<file path="config.mk">
export PLATFORM = sky130hd
export DESIGN_NAME = alu_input_loader
export DESIGN_NICKNAME = d
export VERILOG_FILES = /design/src/rtl/alu_pkg.sv /design/src/rtl/btn_conditioner.sv /design/src/rtl/alu_input_loader.sv
export SDC_FILE = /design/constraint.sdc
export NUM_CORES = 1
export LEC_CHECK = 0
export BUFFER_PORTS_ARGS = -buffer_cell sky130_fd_sc_hd__buf_2
export CORE_MARGIN = 8
export CORE_UTILIZATION = 30
export CTS_CLUSTER_DIAMETER = 30
export DETAILED_ROUTE_END_ITERATION = 8
export PLACE_DENSITY_LB_ADDON = 0.3
export SLEW_MARGIN = 10
export SYNTH_ARGS = -nofsm -noshare
export SYNTH_HDL_FRONTEND = slang
export SYNTH_HIERARCHICAL = 1
export SYNTH_SLANG_ARGS = --single-unit
</file>
<file path="constraint.sdc">
create_clock -name clk -period 6 [get_ports clk]
set_clock_uncertainty 0.05 [all_clocks]
set_input_delay 0.3 -clock clk [delete_from_list [all_inputs] [get_ports clk]]
set_output_delay 0.3 -clock clk [all_outputs]
set_load 0.05 [all_outputs]
</file>
<file path="src/rtl/alu_pkg.sv">
// Shared ALU definitions: legal op codes, loader FSM state encodings
// and the per-button press-pulse bundle.
package alu_pkg;

  localparam int OP_W = 6;

  localparam logic [OP_W-1:0] OP_ADD = 6'b100000;
  localparam logic [OP_W-1:0] OP_SUB = 6'b100010;
  localparam logic [OP_W-1:0] OP_AND = 6'b100100;
  localparam logic [OP_W-1:0] OP_OR  = 6'b100101;
  localparam logic [OP_W-1:0] OP_XOR = 6'b100110;
  localparam logic [OP_W-1:0] OP_SRA = 6'b000011;
  localparam logic [OP_W-1:0] OP_SRL = 6'b000010;
  localparam logic [OP_W-1:0] OP_NOR = 6'b100111;

  localparam logic [1:0] ST_WAIT_A  = 2'd0;
  localparam logic [1:0] ST_WAIT_B  = 2'd1;
  localparam logic [1:0] ST_WAIT_OP = 2'd2;
  localparam logic [1:0] ST_READY   = 2'd3;

  typedef struct packed {
    logic a;
    logic b;
    logic op;
  } btn_evt_t;

endpackage

</file>
<file path="src/rtl/btn_conditioner.sv">
// Raw button -> 2-flop sync -> debounce counter -> one press pulse.
// Ports: clk, i_rst_n (sync, active-low), i_btn raw, o_pulse 1 cycle.
module btn_conditioner #(
  parameter int N_DEBOUNCE = 16
) (
  input  logic clk,
  input  logic i_rst_n,
  input  logic i_btn,
  output logic o_pulse
);

  localparam int NB_CNT = $clog2(N_DEBOUNCE + 1);
  localparam logic [NB_CNT-1:0] CNT_MAX = NB_CNT'(N_DEBOUNCE);

  logic              sync1;
  logic              sync2;
  logic [NB_CNT-1:0] cnt;
  logic              fired;

  // Pulse comes straight off the saturated count; fired blocks repeats
  // until the button drops low and re-qualifies.
  assign o_pulse = (cnt == CNT_MAX) && !fired;

  always_ff @(posedge clk) begin
    if (!i_rst_n) begin
      sync1 <= 1'b0;
      sync2 <= 1'b0;
      cnt   <= '0;
      fired <= 1'b0;
    end else begin
      sync1 <= i_btn;
      sync2 <= sync1;
      if (!sync2) begin
        cnt   <= '0;
        fired <= 1'b0;
      end else begin
        if (cnt != CNT_MAX) cnt <= cnt + 1'b1;
        if (o_pulse) fired <= 1'b1;
      end
    end
  end

endmodule

</file>
<file path="src/rtl/alu_input_loader.sv">
// Loads ALU operands A, B and op code from switches on debounced presses.
// Ports: clk, i_rst_n, i_sw, i_btn_a/b/op in; o_dato_a/b, o_operation,
// o_valid, o_err (1-cycle reject pulse), o_state (debug) out.
module alu_input_loader
  import alu_pkg::*;
#(
  parameter int NB_DATA    = 4,
  parameter int NB_OP      = 6,
  parameter int NB_SW      = 8,
  parameter int N_DEBOUNCE = 16
) (
  input  logic               clk,
  input  logic               i_rst_n,
  input  logic [NB_SW-1:0]   i_sw,
  input  logic               i_btn_a,
  input  logic               i_btn_b,
  input  logic               i_btn_op,
  output logic [NB_DATA-1:0] o_dato_a,
  output logic [NB_DATA-1:0] o_dato_b,
  output logic [NB_OP-1:0]   o_operation,
  output logic               o_valid,
  output logic               o_err,
  output logic [1:0]         o_state
);

  btn_evt_t pulse;
  btn_evt_t sel;

  btn_conditioner #(.N_DEBOUNCE(N_DEBOUNCE)) u_btn_a (
    .clk     (clk),
    .i_rst_n (i_rst_n),
    .i_btn   (i_btn_a),
    .o_pulse (pulse.a)
  );

  btn_conditioner #(.N_DEBOUNCE(N_DEBOUNCE)) u_btn_b (
    .clk     (clk),
    .i_rst_n (i_rst_n),
    .i_btn   (i_btn_b),
    .o_pulse (pulse.b)
  );

  btn_conditioner #(.N_DEBOUNCE(N_DEBOUNCE)) u_btn_op (
    .clk     (clk),
    .i_rst_n (i_rst_n),
    .i_btn   (i_btn_op),
    .o_pulse (pulse.op)
  );

  // Priority A > B > OP: lower-priority pulses in the same cycle are
  // dropped even if the winner is ignored in the current state.
  assign sel.a  = pulse.a;
  assign sel.b  = pulse.b & ~pulse.a;
  assign sel.op = pulse.op & ~pulse.a & ~pulse.b;

  logic [NB_DATA-1:0] sw_data;
  logic [NB_OP-1:0]   sw_op;
  logic               op_legal;

  assign sw_data = i_sw[NB_DATA-1:0];
  assign sw_op   = i_sw[NB_OP-1:0];

  assign op_legal = (sw_op == NB_OP'(OP_ADD)) ||
                    (sw_op == NB_OP'(OP_SUB)) ||
                    (sw_op == NB_OP'(OP_AND)) ||
                    (sw_op == NB_OP'(OP_OR))  ||
                    (sw_op == NB_OP'(OP_XOR)) ||
                    (sw_op == NB_OP'(OP_SRA)) ||
                    (sw_op == NB_OP'(OP_SRL)) ||
                    (sw_op == NB_OP'(OP_NOR));

  logic [1:0]         state;
  logic [1:0]         state_n;
  logic [NB_DATA-1:0] a_n;
  logic [NB_DATA-1:0] b_n;
  logic [NB_OP-1:0]   op_n;
  logic               err_n;

  always_comb begin
    state_n = state;
    a_n     = o_dato_a;
    b_n     = o_dato_b;
    op_n    = o_operation;
    err_n   = 1'b0;
    unique case (1'b1)
      sel.a: begin
        if (state == ST_WAIT_A || state == ST_READY) begin
          a_n     = sw_data;
          state_n = ST_WAIT_B;
        end
      end
      sel.b: begin
        if (state == ST_WAIT_B) begin
          b_n     = sw_data;
          state_n = ST_WAIT_OP;
        end else if (state == ST_READY) begin
          b_n = sw_data;
        end
      end
      sel.op: begin
        if (state == ST_WAIT_OP || state == ST_READY) begin
          if (op_legal) begin
            op_n    = sw_op;
            state_n = ST_READY;
          end else begin
            err_n = 1'b1;
          end
        end
      end
      default: ;
    endcase
  end

  always_ff @(posedge clk) begin
    if (!i_rst_n) begin
      state       <= ST_WAIT_A;
      o_dato_a    <= '0;
      o_dato_b    <= '0;
      o_operation <= '0;
      o_valid     <= 1'b0;
      o_err       <= 1'b0;
    end else begin
      state       <= state_n;
      o_dato_a    <= a_n;
      o_dato_b    <= b_n;
      o_operation <= op_n;
      o_valid     <= (state_n == ST_READY);
      o_err       <= err_n;
    end
  end

  assign o_state = state;

endmodule

</file>
==> metrics.yaml <==
timing:
  fin_setup_tns_ns: 0
  fin_crit_ns: 2.36
  maxSlewViolCount: 0
  maxSlewHeadroom_pct: 56.5
  holdWs_ns: 0.167
  rsz0062_at_grt: "false"
  hold_viol_final: 0
  fmax_ghz: 0.423
  worst_pin_slew_ns: 0.651
  finalSetupViolCount: 0
  fin_crit_sh_pct: 39.4
setup_path:
  crit_chain: "inv_1 > ha_1 > and4bb_2 > nor2b_1 > inv_1 > nor2_2 > mux2i_1 > nor2b_1"
  critical-path-top-delay-family: "simple AND/OR/NAND/NOR gates"
  worst_path_largest_cell_delay_ns: 0.57
  rr_worst_depth: 8
  required_ns: 6.13
  worst-path-buf-inv: 2
  crit_type: "register to register"
  start_kind: "register"
  cp.arrival_ns: 2.50
  r2r_slack_ns: 3.64
  crit_fanout: 8
  worstReg2RegStart: "u_btn_a/cnt[0]"
  worstSetupEndpointType: "register"
  reg2reg_to: "o_dato_a[1]"
  critPathSlowestCell: "nor2b_1"
grt:
  grt_pass1_wl_um: 5800
  grt_overflow: 0
  gr-usage-all-layers_pct: 8.12
  grt_start_max_net_pins: 32
  grt_pass1_vias: 1273
  antenna_found_initial: 0
synthesis:
  synth_area_leader_cell: "dfxtp_1"
  async_flop_share_pct: 0
  synthDominantCellAreaShare_pct: 45.6
  synth_common_cells: "dfxtp_1 (42), nor2_1 (20), nand2_1 (17), mux2i_1 (15)"
  synth_edf_count: 0
  ys_ff_latch: 42
  ys_top_cells_by_area: "dfxtp_1 (46%), ha_1 (8.1%), mux2i_1 (8.1%)"
  seq_area_frac_synth_pct: 45.6
  syn_inst: 188
  syn_area_um2: 1850
  ys.flop_type: "dfxtp_1"
  yosysMostFrequentCell: "dfxtp_1"
  syn_area_per_cell_um2: 9.82
  ys_types: 32
  yosys_warnings: 6
  synthesis.nets: 213
floorplanning:
  ios: 31
  die_h_um: 94.4
  core_um2: 5920
  rows: 28
  die-area_um2: 8920
  die_w_um: 94.4
  start_util_pct: 31.2
final_layout:
  antennaDiodeCount: 0
  seq_area_um2: 841
  drive_gt1_share_pct: 20.3
  nets: 241
  multi_input_area_um2: 926
  final_util_pct: 36.2
  fillers: 599
  area_delta_synth_final_pct: 16.0
worst_hold_path:
  min-delay-start: "i_btn_b"
  hold_path_class: "primary input to register"
  holdPathEnd: "u_btn_b/sync1"
  holdPathStages: 2
detailed_routing:
  wl_per_cell_um: 11.5
  drt_pass1_iterations: 3
  viasPerCell: 4.29
  vias: 1253
  drc: 0
  ant_nets: 0
  dr.first_iter.drc_count: 44
  routed_wl_um: 3360
cts:
  postCtsHoldBufs: 0
  clk_pin_slew_ns: 0.08
  clk_latency_ns: 0.29
  cts_tree: "built"
  ctsResizeCount: 0
  htreeDepth: 2
  cts_sinks: 42
  cts_buffer_depth: 2
  root_buffer: "clkbuf_8"
  post_cts_buffers: 0
  cts_buffers: 5
placement:
  gp_congestion: 0.801
  portBuffers: 28
  place_hpwl_um: 2460
power_and_ir_drop:
  cellPowerDensity_nw_per_um2: 240
  p_leak_nw: 0.878
  vdd_ir_drop_max_v: 0.0000922
  finalPower_mw: 0.515
run_status:
  status: "finished, final reports clean"
job:
  cap_viol_max_count: 0
[worst register-to-register path, stage by stage, from the launching register on]
cell and delay, ns:
dfxtp_1 0.33, inv_1 0.09, ha_1 0.15, and4bb_2 0.32
nor2b_1 0.57, inv_1 0.18, nor2_2 0.29, mux2i_1 0.22
nor2b_1 0.06
[power by group]
group	internal [mW]	switching (mW)	total (mW)
clock	0.125	0.0941	0.219
sequential	0.281	0.000826	0.282
combinational	0.00624	0.00822	0.0145
total	0.412	0.103	0.515
[state kept, by name (all words and copies together), names as in the netlist, 2 cells and up]
| register | count |
|---|---|
| u_btn_op/cnt | 5 |
| o_operation | 6 |
| u_btn_b/cnt | 5 |
| o_dato_a | 4 |
| o_state | 2 |
| o_dato_b | 4 |
| u_btn_a/cnt | 5 |
[area by class of cell]
| class | count | share of cell area, % |
|---|---|---|
| clock buffers | 7 | 3.57 |
| clock inverters | 1 | 1.40 |
| inverters | 9 | 1.58 |
| multi-input cells | 130 | 43.2 |
| flip-flops and latches | 42 | 39.3 |
| well taps | 75 | 4.38 |
| repair buffers | 28 | 6.55 |
[kinds of logic (layout without fill, tap and decap cells)]
logic type	Yosys count	count (layout)	share of synthesized area (%)
AND/OR/NAND/NOR	79	79	22.7
flip-flops	42	42	45.6
buffers and inverters	16	45	4.27
multiplexers	15	15	8.14
adder cells (fa/ha/maj)	12	12	8.14
AO/OA/AOI/OAI	12	12	5.49
XOR/XNOR	12	12	5.69
[how the worst max path moves through the flow]
stage | from | endpoint | cells past startpoint
2_1_floorplan | u_btn_b/cnt[0] | o_state[1] | 10
3_3_place_gp | u_btn_a/cnt[0] | o_dato_a[3] | 8
3_5_place_dp | u_btn_a/cnt[0] | o_dato_a[1] | 8
4_1_cts | u_btn_a/cnt[0] | o_dato_a[1] | 8
5_1_grt | u_btn_a/cnt[0] | o_dato_a[3] | 8
6_report | u_btn_a/cnt[0] | o_dato_a[1] | 8
[metal layers]
layer	global-route usage, %	wire length, µm
met5	0	0
met2	12.2	1460
met4	4.76	67
met1	9.91	1630
met3	2.70	196
[layout by cell type (no fill, tap or decap), types with 2 or more instances in the layout]
| cell | Yosys | final |
|---|---|---|
| a21oi_1 | 2 | 2 |
| and2_1 | 6 | 6 |
| and3b_1 | 2 | 2 |
| and4bb_2 | 3 | 3 |
| buf_2 | 0 | 28 |
| clkbuf_1 | 2 | 2 |
| clkbuf_8 | 0 | 5 |
| dfxtp_1 | 42 | 42 |
| ha_1 | 12 | 12 |
| inv_1 | 9 | 9 |
| mux2i_1 | 15 | 15 |
| nand2_1 | 17 | 17 |
| nand3_1 | 7 | 7 |
| nor2_1 | 20 | 20 |
| nor2b_1 | 12 | 12 |
| nor3_1 | 6 | 6 |
| o21ai_0 | 3 | 3 |
| xnor2_1 | 6 | 6 |
| xor2_1 | 6 | 6 |
[through the flow]
stage / cell area (µm²) / setup slack [ns] / std cells
after floorplan: 1850 / 3.90 / 188
after global placement: 2030 / 3.65 / 284
after detailed placement: 2030 / 3.61 / 284
after CTS: 2140 / 3.59 / 292
after global routing: 2140 / 3.44 / 292
final: 2140 / 3.64 / 292
(Power assumes the default switching activity.)
